<file path="config.mk">
export PLATFORM = sky130hd
export DESIGN_NAME = bcrypt_hash_encoder
export DESIGN_NICKNAME = d
export VERILOG_FILES = /design/src/rtl/bcrypt_pkg.sv /design/src/rtl/bcrypt_b64_lut.sv /design/src/rtl/bcrypt_hash_encoder.sv
export SDC_FILE = /design/constraint.sdc
export NUM_CORES = 1
export LEC_CHECK = 0
export CORE_MARGIN = 4
export CORE_UTILIZATION = 45
export DETAILED_ROUTE_END_ITERATION = 10
export HOLD_SLACK_MARGIN = 0.03
export PLACE_DENSITY = 0.79
export SLEW_MARGIN = 20
export SYNTH_ARGS = -nofsm -noshare
export SYNTH_HDL_FRONTEND = slang
export SYNTH_SLANG_ARGS = --single-unit
</file>
<file path="constraint.sdc">
create_clock -name clk -period 4.8 [get_ports clk]
set_input_delay 0.48 -clock clk [delete_from_list [all_inputs] [get_ports clk]]
set_output_delay 0.48 -clock clk [all_outputs]
set_load 0.01 [all_outputs]
</file>
<file path="src/rtl/bcrypt_pkg.sv">
// Shared constants, character-count helpers and FSM state type for the bcrypt
// modular-crypt string formatter.
package bcrypt_pkg;

  localparam logic [8*64-1:0] B64_ALPHABET =
    "./ABCDEFGHIJKLMNOPQRSTUVWXYZabcdefghijklmnopqrstuvwxyz0123456789";

  // Characters needed to carry nbytes at 6 bits per character, rounded up.
  function automatic int unsigned b64_chars(input int unsigned nbytes);
    return (8 * nbytes + 5) / 6;
  endfunction

  function automatic int unsigned total_chars(input int unsigned salt_bytes,
                                              input int unsigned hash_bytes);
    return 7 + b64_chars(salt_bytes) + b64_chars(hash_bytes);
  endfunction

  typedef enum logic [1:0] {
    ST_IDLE,
    ST_LOAD,
    ST_EMIT,
    ST_FIN
  } state_e;

endpackage

</file>
<file path="src/rtl/bcrypt_b64_lut.sv">
// bcrypt base64 digit: 6-bit sextet to ASCII character, purely combinational.
module bcrypt_b64_lut
  import bcrypt_pkg::*;
(
  input  logic [5:0] i_sx,
  output logic [7:0] o_char_c
);

  always_comb begin
    o_char_c = 8'h00;
    for (int k = 0; k < 64; k++) begin
      if (i_sx == 6'(k)) o_char_c = B64_ALPHABET[8*(63-k) +: 8];
    end
  end

endmodule

</file>
<file path="src/rtl/bcrypt_hash_encoder.sv">
// Streaming bcrypt result formatter: captures cost/salt/ciphertext and emits
// "$2<V>$NN$<salt><hash>" as ASCII over a valid/ready multi-lane byte stream.
module bcrypt_hash_encoder
  import bcrypt_pkg::*;
#(
  parameter int unsigned NUM_CT_WORDS = 6,
  parameter int unsigned HASH_BYTES   = 23,
  parameter int unsigned SALT_BYTES   = 16,
  parameter int unsigned LANES        = 1,
  parameter logic [7:0]  VARIANT      = 8'h61
) (
  input  logic                      clk,
  input  logic                      int_rst_l,
  input  logic                      start,
  input  logic [5:0]                cost,
  input  logic [8*SALT_BYTES-1:0]   salt,
  input  logic [32*NUM_CT_WORDS-1:0] ct,
  output logic                      busy,
  output logic                      out_valid,
  input  logic                      out_ready,
  output logic [8*LANES-1:0]        out_data,
  output logic [LANES-1:0]          out_keep,
  output logic                      out_last,
  output logic                      done,
  output logic                      err_cost
);

  localparam int unsigned SC        = b64_chars(SALT_BYTES);
  localparam int unsigned HC        = b64_chars(HASH_BYTES);
  localparam int unsigned TOTAL     = total_chars(SALT_BYTES, HASH_BYTES);
  localparam int unsigned BEATS     = (TOTAL + LANES - 1) / LANES;
  localparam int unsigned LAST_BASE = (BEATS - 1) * LANES;
  localparam int unsigned IDX_W     = $clog2(TOTAL + LANES);
  localparam int unsigned SALT_W    = 8 * SALT_BYTES;
  localparam int unsigned SALT_PW   = 6 * SC;
  localparam int unsigned HASH_W    = 8 * HASH_BYTES;
  localparam int unsigned HASH_PW   = 6 * HC;
  localparam int unsigned CT_W      = 32 * NUM_CT_WORDS;

  state_e               r_state, w_state_nxt;
  logic [IDX_W-1:0]     r_idx, w_idx_nxt;
  logic                 r_out_valid, w_valid_nxt;
  logic [8*LANES-1:0]   r_out_data, w_data_nxt;
  logic [LANES-1:0]     r_out_keep, w_keep_nxt;
  logic                 r_out_last, w_last_nxt;
  logic                 r_busy, w_busy_nxt;
  logic                 r_done, w_done_nxt;
  logic                 r_err_cost, w_err_nxt;
  logic                 w_cap;
  logic                 w_cost_ok;

  logic [5:0]           r_cost;
  logic [SALT_PW-1:0]   r_salt_bits;
  logic [HASH_PW-1:0]   r_hash_bits;

  logic [IDX_W-1:0]     w_base;
  logic [8*LANES-1:0]   w_beat_data;
  logic [LANES-1:0]     w_beat_keep;
  logic                 w_beat_last;

  logic [7:0]           w_hdr_ch [7];
  logic [5:0]           w_salt_sx [SC];
  logic [5:0]           w_hash_sx [HC];

  assign w_cost_ok = (cost >= 6'd4) && (cost <= 6'd31);

  // Low ciphertext bytes beyond HASH_BYTES are intentionally dropped.
  if (CT_W > HASH_W) begin : g_ct_tail
    logic w_unused_ct_tail;
    assign w_unused_ct_tail = ^ct[CT_W-HASH_W-1:0];
  end

  // Capture registers; fields are right-padded with zeros to whole sextets.
  always_ff @(posedge clk or negedge int_rst_l) begin
    if (!int_rst_l) begin
      r_cost      <= '0;
      r_salt_bits <= '0;
      r_hash_bits <= '0;
    end else if (w_cap) begin
      r_cost      <= cost;
      r_salt_bits <= SALT_PW'(salt) << (SALT_PW - SALT_W);
      r_hash_bits <= HASH_PW'(ct[CT_W-1 -: HASH_W]) << (HASH_PW - HASH_W);
    end
  end

  assign w_hdr_ch[0] = 8'h24;
  assign w_hdr_ch[1] = 8'h32;
  assign w_hdr_ch[2] = VARIANT;
  assign w_hdr_ch[3] = 8'h24;
  assign w_hdr_ch[4] = 8'h30 + 8'(r_cost / 6'd10);
  assign w_hdr_ch[5] = 8'h30 + 8'(r_cost % 6'd10);
  assign w_hdr_ch[6] = 8'h24;

  for (genvar k = 0; k < SC; k++) begin : g_salt_sx
    assign w_salt_sx[k] = r_salt_bits[SALT_PW-1-6*k -: 6];
  end

  for (genvar k = 0; k < HC; k++) begin : g_hash_sx
    assign w_hash_sx[k] = r_hash_bits[HASH_PW-1-6*k -: 6];
  end

  // Char index of lane 0 for the beat being registered next.
  assign w_base      = (r_state == ST_LOAD) ? '0 : r_idx + IDX_W'(LANES);
  assign w_beat_last = (w_base == IDX_W'(LAST_BASE));

  for (genvar l = 0; l < LANES; l++) begin : g_lane
    logic [IDX_W-1:0] w_ci;
    logic [5:0]       w_sx;
    logic [7:0]       w_hdr;
    logic             w_is_hdr;
    logic [7:0]       w_b64;

    assign w_ci = w_base + IDX_W'(l);

    always_comb begin
      w_sx     = '0;
      w_hdr    = '0;
      w_is_hdr = 1'b0;
      for (int k = 0; k < 7; k++) begin
        if (w_ci == IDX_W'(k)) begin
          w_is_hdr = 1'b1;
          w_hdr    = w_hdr_ch[k];
        end
      end
      for (int k = 0; k < SC; k++) begin
        if (w_ci == IDX_W'(7 + k)) w_sx = w_salt_sx[k];
      end
      for (int k = 0; k < HC; k++) begin
        if (w_ci == IDX_W'(7 + SC + k)) w_sx = w_hash_sx[k];
      end
    end

    bcrypt_b64_lut u_lut (
      .i_sx     (w_sx),
      .o_char_c (w_b64)
    );

    assign w_beat_keep[l]      = (w_ci < IDX_W'(TOTAL));
    assign w_beat_data[8*l +: 8] = !w_beat_keep[l] ? 8'h00 : (w_is_hdr ? w_hdr : w_b64);
  end

  // Next-state and next-output logic.
  always_comb begin
    w_state_nxt = r_state;
    w_idx_nxt   = r_idx;
    w_valid_nxt = r_out_valid;
    w_data_nxt  = r_out_data;
    w_keep_nxt  = r_out_keep;
    w_last_nxt  = r_out_last;
    w_busy_nxt  = r_busy;
    w_done_nxt  = 1'b0;
    w_err_nxt   = 1'b0;
    w_cap       = 1'b0;
    case (r_state)
      ST_IDLE: begin
        if (start) begin
          if (w_cost_ok) begin
            w_cap       = 1'b1;
            w_busy_nxt  = 1'b1;
            w_state_nxt = ST_LOAD;
          end else begin
            w_err_nxt = 1'b1;
          end
        end
      end
      ST_LOAD: begin
        w_idx_nxt   = w_base;
        w_valid_nxt = 1'b1;
        w_data_nxt  = w_beat_data;
        w_keep_nxt  = w_beat_keep;
        w_last_nxt  = w_beat_last;
        w_state_nxt = ST_EMIT;
      end
      ST_EMIT: begin
        if (r_out_valid && out_ready) begin
          if (r_out_last) begin
            w_valid_nxt = 1'b0;
            w_data_nxt  = '0;
            w_keep_nxt  = '0;
            w_last_nxt  = 1'b0;
            w_busy_nxt  = 1'b0;
            w_done_nxt  = 1'b1;
            w_state_nxt = ST_FIN;
          end else begin
            w_idx_nxt  = w_base;
            w_data_nxt = w_beat_data;
            w_keep_nxt = w_beat_keep;
            w_last_nxt = w_beat_last;
          end
        end
      end
      ST_FIN: begin
        w_state_nxt = ST_IDLE;
      end
      default: begin
        w_state_nxt = ST_IDLE;
      end
    endcase
  end

  always_ff @(posedge clk or negedge int_rst_l) begin
    if (!int_rst_l) begin
      r_state     <= ST_IDLE;
      r_idx       <= '0;
      r_out_valid <= 1'b0;
      r_out_data  <= '0;
      r_out_keep  <= '0;
      r_out_last  <= 1'b0;
      r_busy      <= 1'b0;
      r_done      <= 1'b0;
      r_err_cost  <= 1'b0;
    end else begin
      r_state     <= w_state_nxt;
      r_idx       <= w_idx_nxt;
      r_out_valid <= w_valid_nxt;
      r_out_data  <= w_data_nxt;
      r_out_keep  <= w_keep_nxt;
      r_out_last  <= w_last_nxt;
      r_busy      <= w_busy_nxt;
      r_done      <= w_done_nxt;
      r_err_cost  <= w_err_nxt;
    end
  end

  assign busy      = r_busy;
  assign out_valid = r_out_valid;
  assign out_data  = r_out_data;
  assign out_keep  = r_out_keep;
  assign out_last  = r_out_last;
  assign done      = r_done;
  assign err_cost  = r_err_cost;

endmodule
</file>
Word-level counts from Yosys, hierarchy flattened
Cells that the tools add are included.
{"block": "totals", "regBits": 340, "in_bits": 330, "out_inout_bits": 14}
{"block": "classes", "add_sub_neg": 3, "div_mod_pow": 2, "n_lt_le_gt_ge": 3, "n_eq_ne": 130, "mux": 166, "n_reduce_logical": 12}
{"operator": "$mux W7", "count": 62}
{"operator": "$eq A6 B6 Y1 const B", "count": 60}
{"operator": "$mux W6", "count": 60}
{"operator": "$eq A6 B5 Y1 const B", "count": 32}
{"operator": "$eq A6 B4 Y1 const B", "count": 16}
{"operator": "$mux W8", "count": 9}
{"operator": "$eq A6 B3 Y1 const B", "count": 8}
{"operator": "$eq A6 B2 Y1 const B", "count": 4}
{"operator": "$mux W1", "count": 24}
{"operator": "$add A6 B8 Y8 const A", "count": 2}
{"operator": "$pmux W8 S2", "count": 1}
{"operator": "$eq A6 B1 Y1 const B", "count": 2}
{"operator": "$logic_not A6 Y1", "count": 2}
{"operator": "$pmux W6 S2", "count": 1}
{"operator": "$ne A2 B2 Y1 const B", "count": 5}
{"operator": "$div A6 B4 Y8 const B", "count": 1}
{"operator": "$mod A6 B4 Y8 const B", "count": 1}
{"operator": "$mux W2", "count": 4}
{"operator": "$pmux W1 S2", "count": 4}
{"operator": "$pmux W2 S4", "count": 1}
{"operator": "$add A6 B1 Y6 const B", "count": 1}
{"operator": "$ge A6 B3 Y1 const B", "count": 1}
{"operator": "$le A6 B5 Y1 const B", "count": 1}
{"operator": "$lt A6 B6 Y1 const B", "count": 1}
{"operator": "9 further kinds", "count": 13}

Logic depth before layout (Yosys ltp)
Gate-level depths: netlist of run 1.
{"block": "logic_depth", "word_depth": 126, "ltp_mapped": 19, "ltp_nobuf": 15}

Cells and area by module
From an unflattened synthesis of run 1, not the netlist that was laid out.
{"block": "unflattened", "hier_cells": 1636, "hier_area_um2": 17819.6}
{"mod": "bcrypt_hash_encoder", "n_inst": 1, "cells_per_inst": 1573, "area_each_um2": 17449.2, "seq_area_each_um2": 8508.2}
{"mod": "bcrypt_b64_lut", "n_inst": 1, "cells_per_inst": 63, "area_each_um2": 370.4, "seq_area_each_um2": 0.0}

Worst setup path after synthesis of run 1
No wires, ideal clock.
{"block": "synth_timing", "kind": "flip-flop to flip-flop", "from": "reg r_state[1]", "to": "reg r_out_data[1], in the netlist out_data[1]", "setup_time_ps": 123, "arrival_time_ps": 3622, "required_time_ps": 4677, "slack_ps": 1055, "stages_incl_launch_ff": 18, "cell_sequence": "dfrtp_1 -> inv_1 -> ha_1 -> buf_2 -> or4b_1 -> buf_2 -> a211oi_1 -> a31oi_1 -> and4_1 -> o31ai_1 -> o2111ai_1 -> a31o_2 -> buf_2 -> nor2_2 -> nand2_1 -> a31o_2 -> a221oi_2 -> o21ai_1"}
{"block": "synth_between", "elab_chain_len": 126, "word_cells_on_any_way": 266, "cone_classes": "1 x order compare; 125 x eq/ne; 136 x mux; 4 x reduce/logical"}
{"item": "start: declaration", "line_no": "bcrypt_hash_encoder.sv:40", "source": "state_e r_state, w_state_nxt;"}
{"item": "start signal: assignment", "line_no": "bcrypt_hash_encoder.sv:213", "source": "r_state <= w_state_nxt;"}
{"item": "$eq A2 B1 Y1", "line_no": "bcrypt_hash_encoder.sv:103, bcrypt_hash_encoder.sv:154"}
{"item": "$mux W6", "line_no": "bcrypt_hash_encoder.sv:103", "source": "assign w_base = (r_state == ST_LOAD) ? '0 : r_idx + IDX_W'(LANES);"}
{"item": "$eq A6 B3 Y1", "line_no": "bcrypt_hash_encoder.sv:126", "source": "if (w_ci == IDX_W'(7 + k)) w_sx = w_salt_sx[k];"}
{"item": "$mux W6 (22 in a row)", "line_no": "bcrypt_hash_encoder.sv:126"}
{"item": "$mux W6 (31 in a row)", "line_no": "bcrypt_hash_encoder.sv:129", "source": "if (w_ci == IDX_W'(7 + SC + k)) w_sx = w_hash_sx[k];"}
{"item": "$logic_not A6 Y1", "line_no": "bcrypt_b64_lut.sv:12", "source": "if (i_sx == 6'(k)) o_char_c = B64_ALPHABET[8*(63-k) +: 8];"}
{"item": "$mux W6 (2 in a row)", "line_no": "bcrypt_b64_lut.sv:12"}
{"item": "$mux W7 (62 in a row)", "line_no": "bcrypt_b64_lut.sv:12"}
{"item": "$mux W8 (2 in a row)", "line_no": "bcrypt_hash_encoder.sv:139", "source": "assign w_beat_data[8*l +: 8] = !w_beat_keep[l] ? 8'h00 : (w_is_hdr ? w_hdr : w_b64);"}
{"item": "$mux W8", "line_no": "bcrypt_hash_encoder.sv:176", "source": "if (r_out_last) begin"}
{"item": "$mux W8", "line_no": "bcrypt_hash_encoder.sv:175", "source": "if (r_out_valid && out_ready) begin"}
{"item": "$pmux W8 S2", "line_no": "bcrypt_hash_encoder.sv:154", "source": "case (r_state)"}
{"item": "end signal: assignment", "line_no": "bcrypt_hash_encoder.sv:216", "source": "r_out_data <= w_data_nxt;"}
{"item": "end: declaration", "line_no": "bcrypt_hash_encoder.sv:43", "source": "logic [8*LANES-1:0] r_out_data, w_data_nxt;"}
Several ways; a longest one is shown, not always the timed one. The select of a mux whose other input is x is not followed.
A chain may end at the register's enable or synchronous reset.

Worst setup path in the final report of run 1
{"block": "layout_timing", "from": "reg r_idx[0]", "to": "reg r_out_data[3], in the netlist out_data[3]"}
{"block": "layout_between", "elab_chain_len": 126, "word_cells_on_any_way": 262, "cone_classes": "1 x add/sub; 1 x order compare; 122 x eq/ne; 136 x mux; 2 x reduce/logical"}
{"item": "start: declaration", "line_no": "bcrypt_hash_encoder.sv:41", "source": "logic [IDX_W-1:0] r_idx, w_idx_nxt;"}
{"item": "start signal: assignment", "line_no": "bcrypt_hash_encoder.sv:214", "source": "r_idx <= w_idx_nxt;"}
{"item": "$add A6 B1 Y6 *", "line_no": "bcrypt_hash_encoder.sv:103"}
{"item": "$mux W6 *", "line_no": "bcrypt_hash_encoder.sv:103"}
{"item": "$eq A6 B3 Y1", "line_no": "bcrypt_hash_encoder.sv:126"}
{"item": "$mux W6 (22 in a row)", "line_no": "bcrypt_hash_encoder.sv:126"}
{"item": "$mux W6 (31 in a row)", "line_no": "bcrypt_hash_encoder.sv:129"}
{"item": "$logic_not A6 Y1", "line_no": "bcrypt_b64_lut.sv:12"}
{"item": "$mux W6 (2 in a row)", "line_no": "bcrypt_b64_lut.sv:12"}
{"item": "$mux W7 (62 in a row)", "line_no": "bcrypt_b64_lut.sv:12"}
{"item": "$mux W8", "line_no": "bcrypt_hash_encoder.sv:139"}
{"item": "$mux W8 *", "line_no": "bcrypt_hash_encoder.sv:139"}
{"item": "$mux W8", "line_no": "bcrypt_hash_encoder.sv:176"}
{"item": "$mux W8", "line_no": "bcrypt_hash_encoder.sv:175"}
{"item": "$pmux W8 S2 *", "line_no": "bcrypt_hash_encoder.sv:154"}
Every way passes the cells marked *; elsewhere a longest branch is shown, timed or not. The select of a mux whose other input is x is not followed.

==> results of run 1 <==
cells by family after synthesis:
kind of cell / share of synthesized area
compound gates: 0.1884
mux: 0.1973
simple gates: 0.1172
flops: 0.4533
other cells: 0.0001998
xor+xnor: 0.005467
buf+inv: 0.03273
fa+ha+maj: 0.005334
final cells by class:
cell class              instances  area (µm²)  share of cell area
clock buffers                  54        1102             0.04336
clock inverters                12       183.9            0.007234
inverters                      19       71.32            0.002805
multi-input cells            1257        9742              0.3832
flip-flops and latches        340        8509              0.3347
well taps                     532       665.6             0.02618
repair buffers                555        5150              0.2026
cells in the final DEF, fill, tap and decap left out, types with 8 or more instances in the layout:
cell             synthesis  final
o211ai_1                17     17
a21oi_1                 79     79
o31ai_1                 12     11
a221oi_1                13     12
a211oi_1                15     15
a32o_1                   9      9
nand3_1                 40     40
a31oi_1                 19     19
and3_1                  11     10
nand4_1                 13     13
and2_1                  11     11
nor3_1                  48     44
or3_1                    9      9
nand2_1                113    113
clkbuf_16                0     39
mux2i_1                 13     13
o21a_1                   8      8
o22ai_1                 36     35
clkbuf_1                61      8
o32ai_1                 17     17
a221o_1                  8      8
dfrtp_1                340    339
buf_4                   12    208
a22oi_1                 20     20
nor2b_1                 11     11
a32oi_1                 15     15
mux2_2                 314    314
nand2b_1                10     10
inv_1                   16     16
o2111ai_1               10      9
clkdlybuf4s50_1          0    334
nor4_1                  12     12
o221ai_1                12     12
buf_12                   0     11
a22o_1                  10     10
nor2_1                  99     98
o21ai_0                 86     86
registers in the layout (all words and copies together), names as in the netlist:
signal       flops
out_keep         1
done             1
r_hash_bits    184
r_cost           6
out_valid        1
err_cost         1
r_state          2
out_data         8
r_idx            6
busy             1
out_last         1
r_salt_bits    128
routing by layer:
layer / up-vias / share of wire / global-route usage
li1: 7601 / - / -
met1: 8671 / 0.43 / 0.4466
met2: 950 / 0.46 / 0.5056
met3: 179 / 0.080 / 0.05371
met4: 0 / 0.034 / 0.1024
met5: - / 0 / 0
through the flow:
| step | util | hold WS (ns) | total power [W] | instance area (µm²) |
|---|---|---|---|---|
| floorplan | - | 0.1844 | 0.01060 | 18770 |
| global placement | 0.5860 | 0.4696 | 0.01490 | 24040 |
| detailed placement | 0.5860 | 0.4697 | 0.01501 | 24040 |
| CTS | 0.6176 | 0.4670 | 0.01808 | 25330 |
| global route | 0.6199 | 0.5050 | 0.01924 | 25420 |
| finish | 0.6199 | 0.4803 | 0.01831 | 25420 |
timing repair:
item                       4_1_cts  5_1_grt
hold endpoints to repair        89        0
setup endpoints to repair        0        6
hold buffers                     1        0
resized for setup                0       18
setup buffers                    0        0
worst max-delay path, cell delays in order, from the launching register on:
cell and delay [ns]:
dfrtp_2 0.40, buf_12 0.30, nand3b_2 0.27, a21boi_1 0.52
o221ai_1 0.29, a32o_1 0.30, a211oi_1 0.33, o21ai_0 0.25
a211oi_1 0.33, buf_4 0.20, o2111ai_2 0.23, nand3_1 0.26
buf_4 0.16, o2bb2ai_1 0.07, a21o_1 0.19, a311oi_1 0.25
o21bai_1 0.09
path summary, 6_finish.rpt:
check | cells past startpoint | slack, ns | to
min | 2 | 0.48 | out_data[7]
max in group asynchronous | 3 | 3.00 | r_hash_bits[64]
min in group asynchronous | 2 | 0.51 | r_salt_bits[37]
max reg2reg | 16 | 0.18 | out_data[3]
max | 16 | 0.18 | out_data[3]
min reg2reg | 2 | 0.48 | out_data[7]
power groups by stage:
stage | Combinational, W | Clock [W] | Sequential (W)
floorplan | 0.00571 | 0 | 0.00489
global placement | 0.00938 | 0 | 0.00552
detailed placement | 0.00945 | 0 | 0.00556
CTS | 0.00950 | 0.00305 | 0.00553
global route | 0.0104 | 0.00317 | 0.00567
finish | 0.00972 | 0.00300 | 0.00558
==> flow_metrics.tcl, run 1 <==
set metrics [dict create \
    finalWirelength_mm 73.22 \
    fp.dieH_um 212.2 \
    hold_viol 0 \
    drive_above_1_share 0.2968 \
    p_clk_frac 0.164 \
    hpwl_mm 56.45 \
    cp.required_ns 5.23 \
    ir_worst_vdd_mv 0.4490 \
    first_pass_iters 8 \
    synth.cell_area_um2 18770 \
    synth_top_area_cell "dfrtp_1" \
    final_cells 2769 \
    synthToLayoutAreaGrowth_pct 35.47 \
    start_util 0.4576 \
    path_max_fanout 59 \
    placed_cells 2702 \
    clkTransAtPathRegs_ns 0.06 \
    yosysUniqueCellTypes 117 \
    synth-edff-count 0 \
    via_per_inst 6.284 \
    ant_nets 0 \
    grt_max_degree 149 \
    powerDensity_nw_per_um2 720.1 \
    grt_pass1_vias 17770 \
    cts_root_buf "clkbuf_16" \
    ios 344 \
    p_switching_w 0.007735 \
    die_w_um 212.2 \
    slew_headroom 0.4202 \
    fin_skew_ns 0.02967 \
    port-buffer-count 335 \
    final-setup-viol-count 0 \
    fp.dieArea_um2 45040 \
    clock_path_buffers 3 \
    pre_cts_ws_ns 0.03833 \
    r2r_start "r_idx[0]" \
    syn_nets 2070 \
    core_um2 41020 \
    fin_crit_sh 0.9615 \
    critPathKind "reg2reg" \
    yosys.area.top_type_share 0.4533 \
    track_usage 0.3177 \
    fin_ws_ns 0.1846 \
    grt_antenna_before_repair 2 \
    leakagePower_nw 10.29 \
    cts_tree "built" \
    fillCellCount 3301 \
    ys_ff_latch 340 \
    nets 2549 \
    synthTopCellsByCount "dfrtp_1 (340), mux2_2 (314), nand2_1 (113), nor2_1 (99), o21ai_0 (86)" \
    fmax_ghz 0.2167 \
    grt_pass1_wl_mm 109.7 \
    min_path_type "reg2reg" \
    grt_setup_unrepaired "false" \
    cts.sinks 340 \
    run_status "finished clean" \
    cts-htree-levels 2 \
    drv_cap 0 \
    synthFlopType "dfrtp_1" \
    critical_path_arrival_ns 5.04 \
    rows 74 \
    min_from "out_data[7]" \
    syn_area_per_cell_um2 10.84 \
    grt_overflow_total 0 \
    worst_setup_path_start_kind "flop" \
    startpoint "r_idx[0]" \
    syn_inst 1732 \
    n_antenna_cell 0 \
    seq_power_share 0.305 \
    power_frac_comb 0.531 \
    tightest_slew_ns 0.8665 \
    synth_area_leaders "dfrtp_1 (45%), mux2_2 (19%), o21ai_0 (2.3%)" \
    sw_frac_of_total 0.4225 \
    yosysWarnings 0 \
    ys_async_sr_fraction 1.000 \
    p_int_w 0.01057 \
    worst_skew_pair.late_latency_ns 0.57 \
    ys_seq_area_frac 0.4533 \
    slew_violations 0 \
    first_iter_violations 2412 \
    drcViolationCount 0 \
    place.gp.congestion 0.9769 \
    cts_buffers 38 \
    setup_tns_ns 0 \
    vias 17400 \
    synth.most_common_cell "dfrtp_1" \
    min_period_ns 4.615 \
    wire_per_inst_um 26.44 \
    cp-end-kind "flop" \
]
Note: power is estimated with default switching activity, not from simulation.
==> run 2, diff against run 1 <==
--- a/config.mk
+++ b/config.mk
@@ -9,6 +9,7 @@
 export CORE_UTILIZATION = 45
 export DETAILED_ROUTE_END_ITERATION = 10
 export HOLD_SLACK_MARGIN = 0.03
+export MAX_ROUTING_LAYER = met4
 export PLACE_DENSITY = 0.79
 export SLEW_MARGIN = 20
 export SYNTH_ARGS = -nofsm -noshare
==> flow_metrics.tcl, run 2 (synthesis results as in run 1) <==
set metrics [dict create \
    run_status "finished clean" \
    final_util 0.6182 \
    die_w_um 212.2 \
    regMostFlops "r_hash_bits" \
    vias 17320 \
    slew_headroom 0.2118 \
    cts_buffers 37 \
    critical_path_arrival_ns 5.08 \
    finalWirelength_mm 73.55 \
    wire_per_inst_um 26.50 \
    layout_common_cells "dfrtp_1 (339), clkdlybuf4s50_1 (334), mux2_2 (314), buf_4 (217), nand2_1 (113)" \
    fin_skew_ns 0.02937 \
    start_util 0.4576 \
    core_um2 41020 \
    powerDensity_nw_per_um2 720.9 \
    grt_pass1_vias 17680 \
    fp.dieH_um 212.2 \
    ir_worst_vdd_mv 0.4547 \
    p_clk_frac 0.161 \
    reg2reg_to "out_data[3]" \
    fmax_ghz 0.2158 \
    fin_crit_sh 0.9654 \
    nets 2553 \
    fp.dieArea_um2 45040 \
    min_period_ns 4.634 \
    first_iter_violations 2173 \
    hold_viol 0 \
    critical_path_buf_inv_count 5 \
    critPathKind "reg2reg" \
    slowest_delay_ns 0.55 \
    crit_top_cell "buf_4" \
    grt_setup_unrepaired "true" \
    crit_slowest_cell "or4bb_1" \
    p_int_w 0.01053 \
    drv_cap 0 \
    rows 74 \
    final-setup-viol-count 0 \
    slew_violations 0 \
    r2r_start "r_idx[0]" \
    cp-end-kind "flop" \
    final_cells 2775 \
    drcViolationCount 0 \
    min_path_type "in2async" \
    crit_family "simple AND/OR/NAND/NOR gates" \
    cts-htree-levels 2 \
    pre_cts_ws_ns -0.04198 \
    grt_antenna_before_repair 0 \
    tightest_slew_ns 1.182 \
    largest_reg_flops 184 \
    synthToLayoutAreaGrowth_pct 35.10 \
    first_pass_iters 9 \
    cts_root_buf "clkbuf_16" \
    final_common_cell "dfrtp_1" \
    cts_tree "built" \
    worst_skew_pair.late_latency_ns 0.58 \
    crit_chain "ha_1 > buf_4 > or4bb_1 > o22ai_2 > o22ai_1 > buf_4 > nor2_1 > a21oi_1 > or4_1 > nor3_1 > buf_4 > a311oi_4 > buf_4 > buf_4 > nor2_1 > a21oi_1 > a311oi_1 > o21bai_1" \
    fin_ws_ns 0.1661 \
    grt_overflow_total 0 \
    hpwl_mm 56.84 \
    grt_max_degree 185 \
    via_per_inst 6.241 \
    drive_above_1_share 0.2984 \
    track_usage 0.3287 \
    p_switching_w 0.007745 \
    setup_tns_ns 0 \
    worst_setup_path_start_kind "flop" \
    ios 344 \
    total_power_w 0.01828 \
    leakagePower_nw 10.29 \
    placed_cells 2706 \
    place.gp.congestion 0.9697 \
    reg2regPathDepth 18 \
    reg2reg_slack_ns 0.17 \
    port-buffer-count 335 \
    clkTransAtPathRegs_ns 0.07 \
    grt_pass1_wl_mm 109.6 \
    power_frac_comb 0.533 \
    cp.required_ns 5.24 \
    cts.sinks 340 \
    path_max_fanout 12 \
    clock_path_buffers 3 \
    sw_frac_of_total 0.4237 \
    seq_power_share 0.306 \
    ant_nets 0 \
]
## run 2: changes by cell type in the layout (fill, tap and decap cells not counted), moves of 3 or more
cell      delta
buf_4        +9
clkinv_2     +5
clkinv_8     -3
clkbuf_1     -3
buf_12       -3
clkbuf_8     +3
inv_6        +3
## run 2: cell type report
type,count,area [µm²]
fillers,3366,15660
multi-input cells,1257,9717
flip-flops and latches,340,8509
repair buffers,560,5147
clock buffers,52,1082
well taps,532,665.6
clock inverters,14,160.2
inverters,19,71.32
diodes,1,2.502
## run 2: power by group through the flow
stage	sequential (W)	combinational, W	clock [W]
final	0.00560	0.00974	0.00294
after floorplan	0.00489	0.00571	0
after detailed placement	0.00558	0.00943	0
after CTS	0.00555	0.00952	0.00299
after global routing	0.00570	0.0104	0.00311
after global placement	0.00554	0.00940	0
## run 2: timing repair
item                       CTS  global route
hold buffers                 0             0
pin swaps                    0             1
buffers inserted             0             2
gates resized for setup      2            12
setup endpoints to repair    2             7
## run 2: layer usage
| metal | share of wire | global-route usage | up-vias |
|---|---|---|---|
| met3 | 0.080 | 0.06419 | 178 |
| met1 | 0.43 | 0.4473 | 8644 |
| li1 | - | - | 7594 |
| met4 | 0.034 | 0.09773 | 0 |
| met2 | 0.46 | 0.5042 | 904 |
| met5 | 0 | - | - |
## run 2: worst max path at each step
stage	startpoint	endpoint	slack, ns	depth (start not counted)
2_1_floorplan	r_state[1]	out_data[1]	1.06	17
3_3_place_gp	r_state[1]	out_data[3]	0.02	18
3_5_place_dp	r_state[1]	out_data[3]	-0.04	18
4_1_cts	r_state[1]	out_data[3]	0.03	17
5_1_grt	r_idx[0]	out_data[3]	-0.02	18
6_report	r_idx[0]	out_data[3]	0.17	18
## run 2: per-stage QoR
step	hold slack [ns]	instance area [µm²]
after global placement	0.4660	24030
after detailed placement	0.4711	24030
after CTS	0.05052	25280
after global routing	0.07642	25350
after floorplan	0.1844	18770
final	0.02838	25360
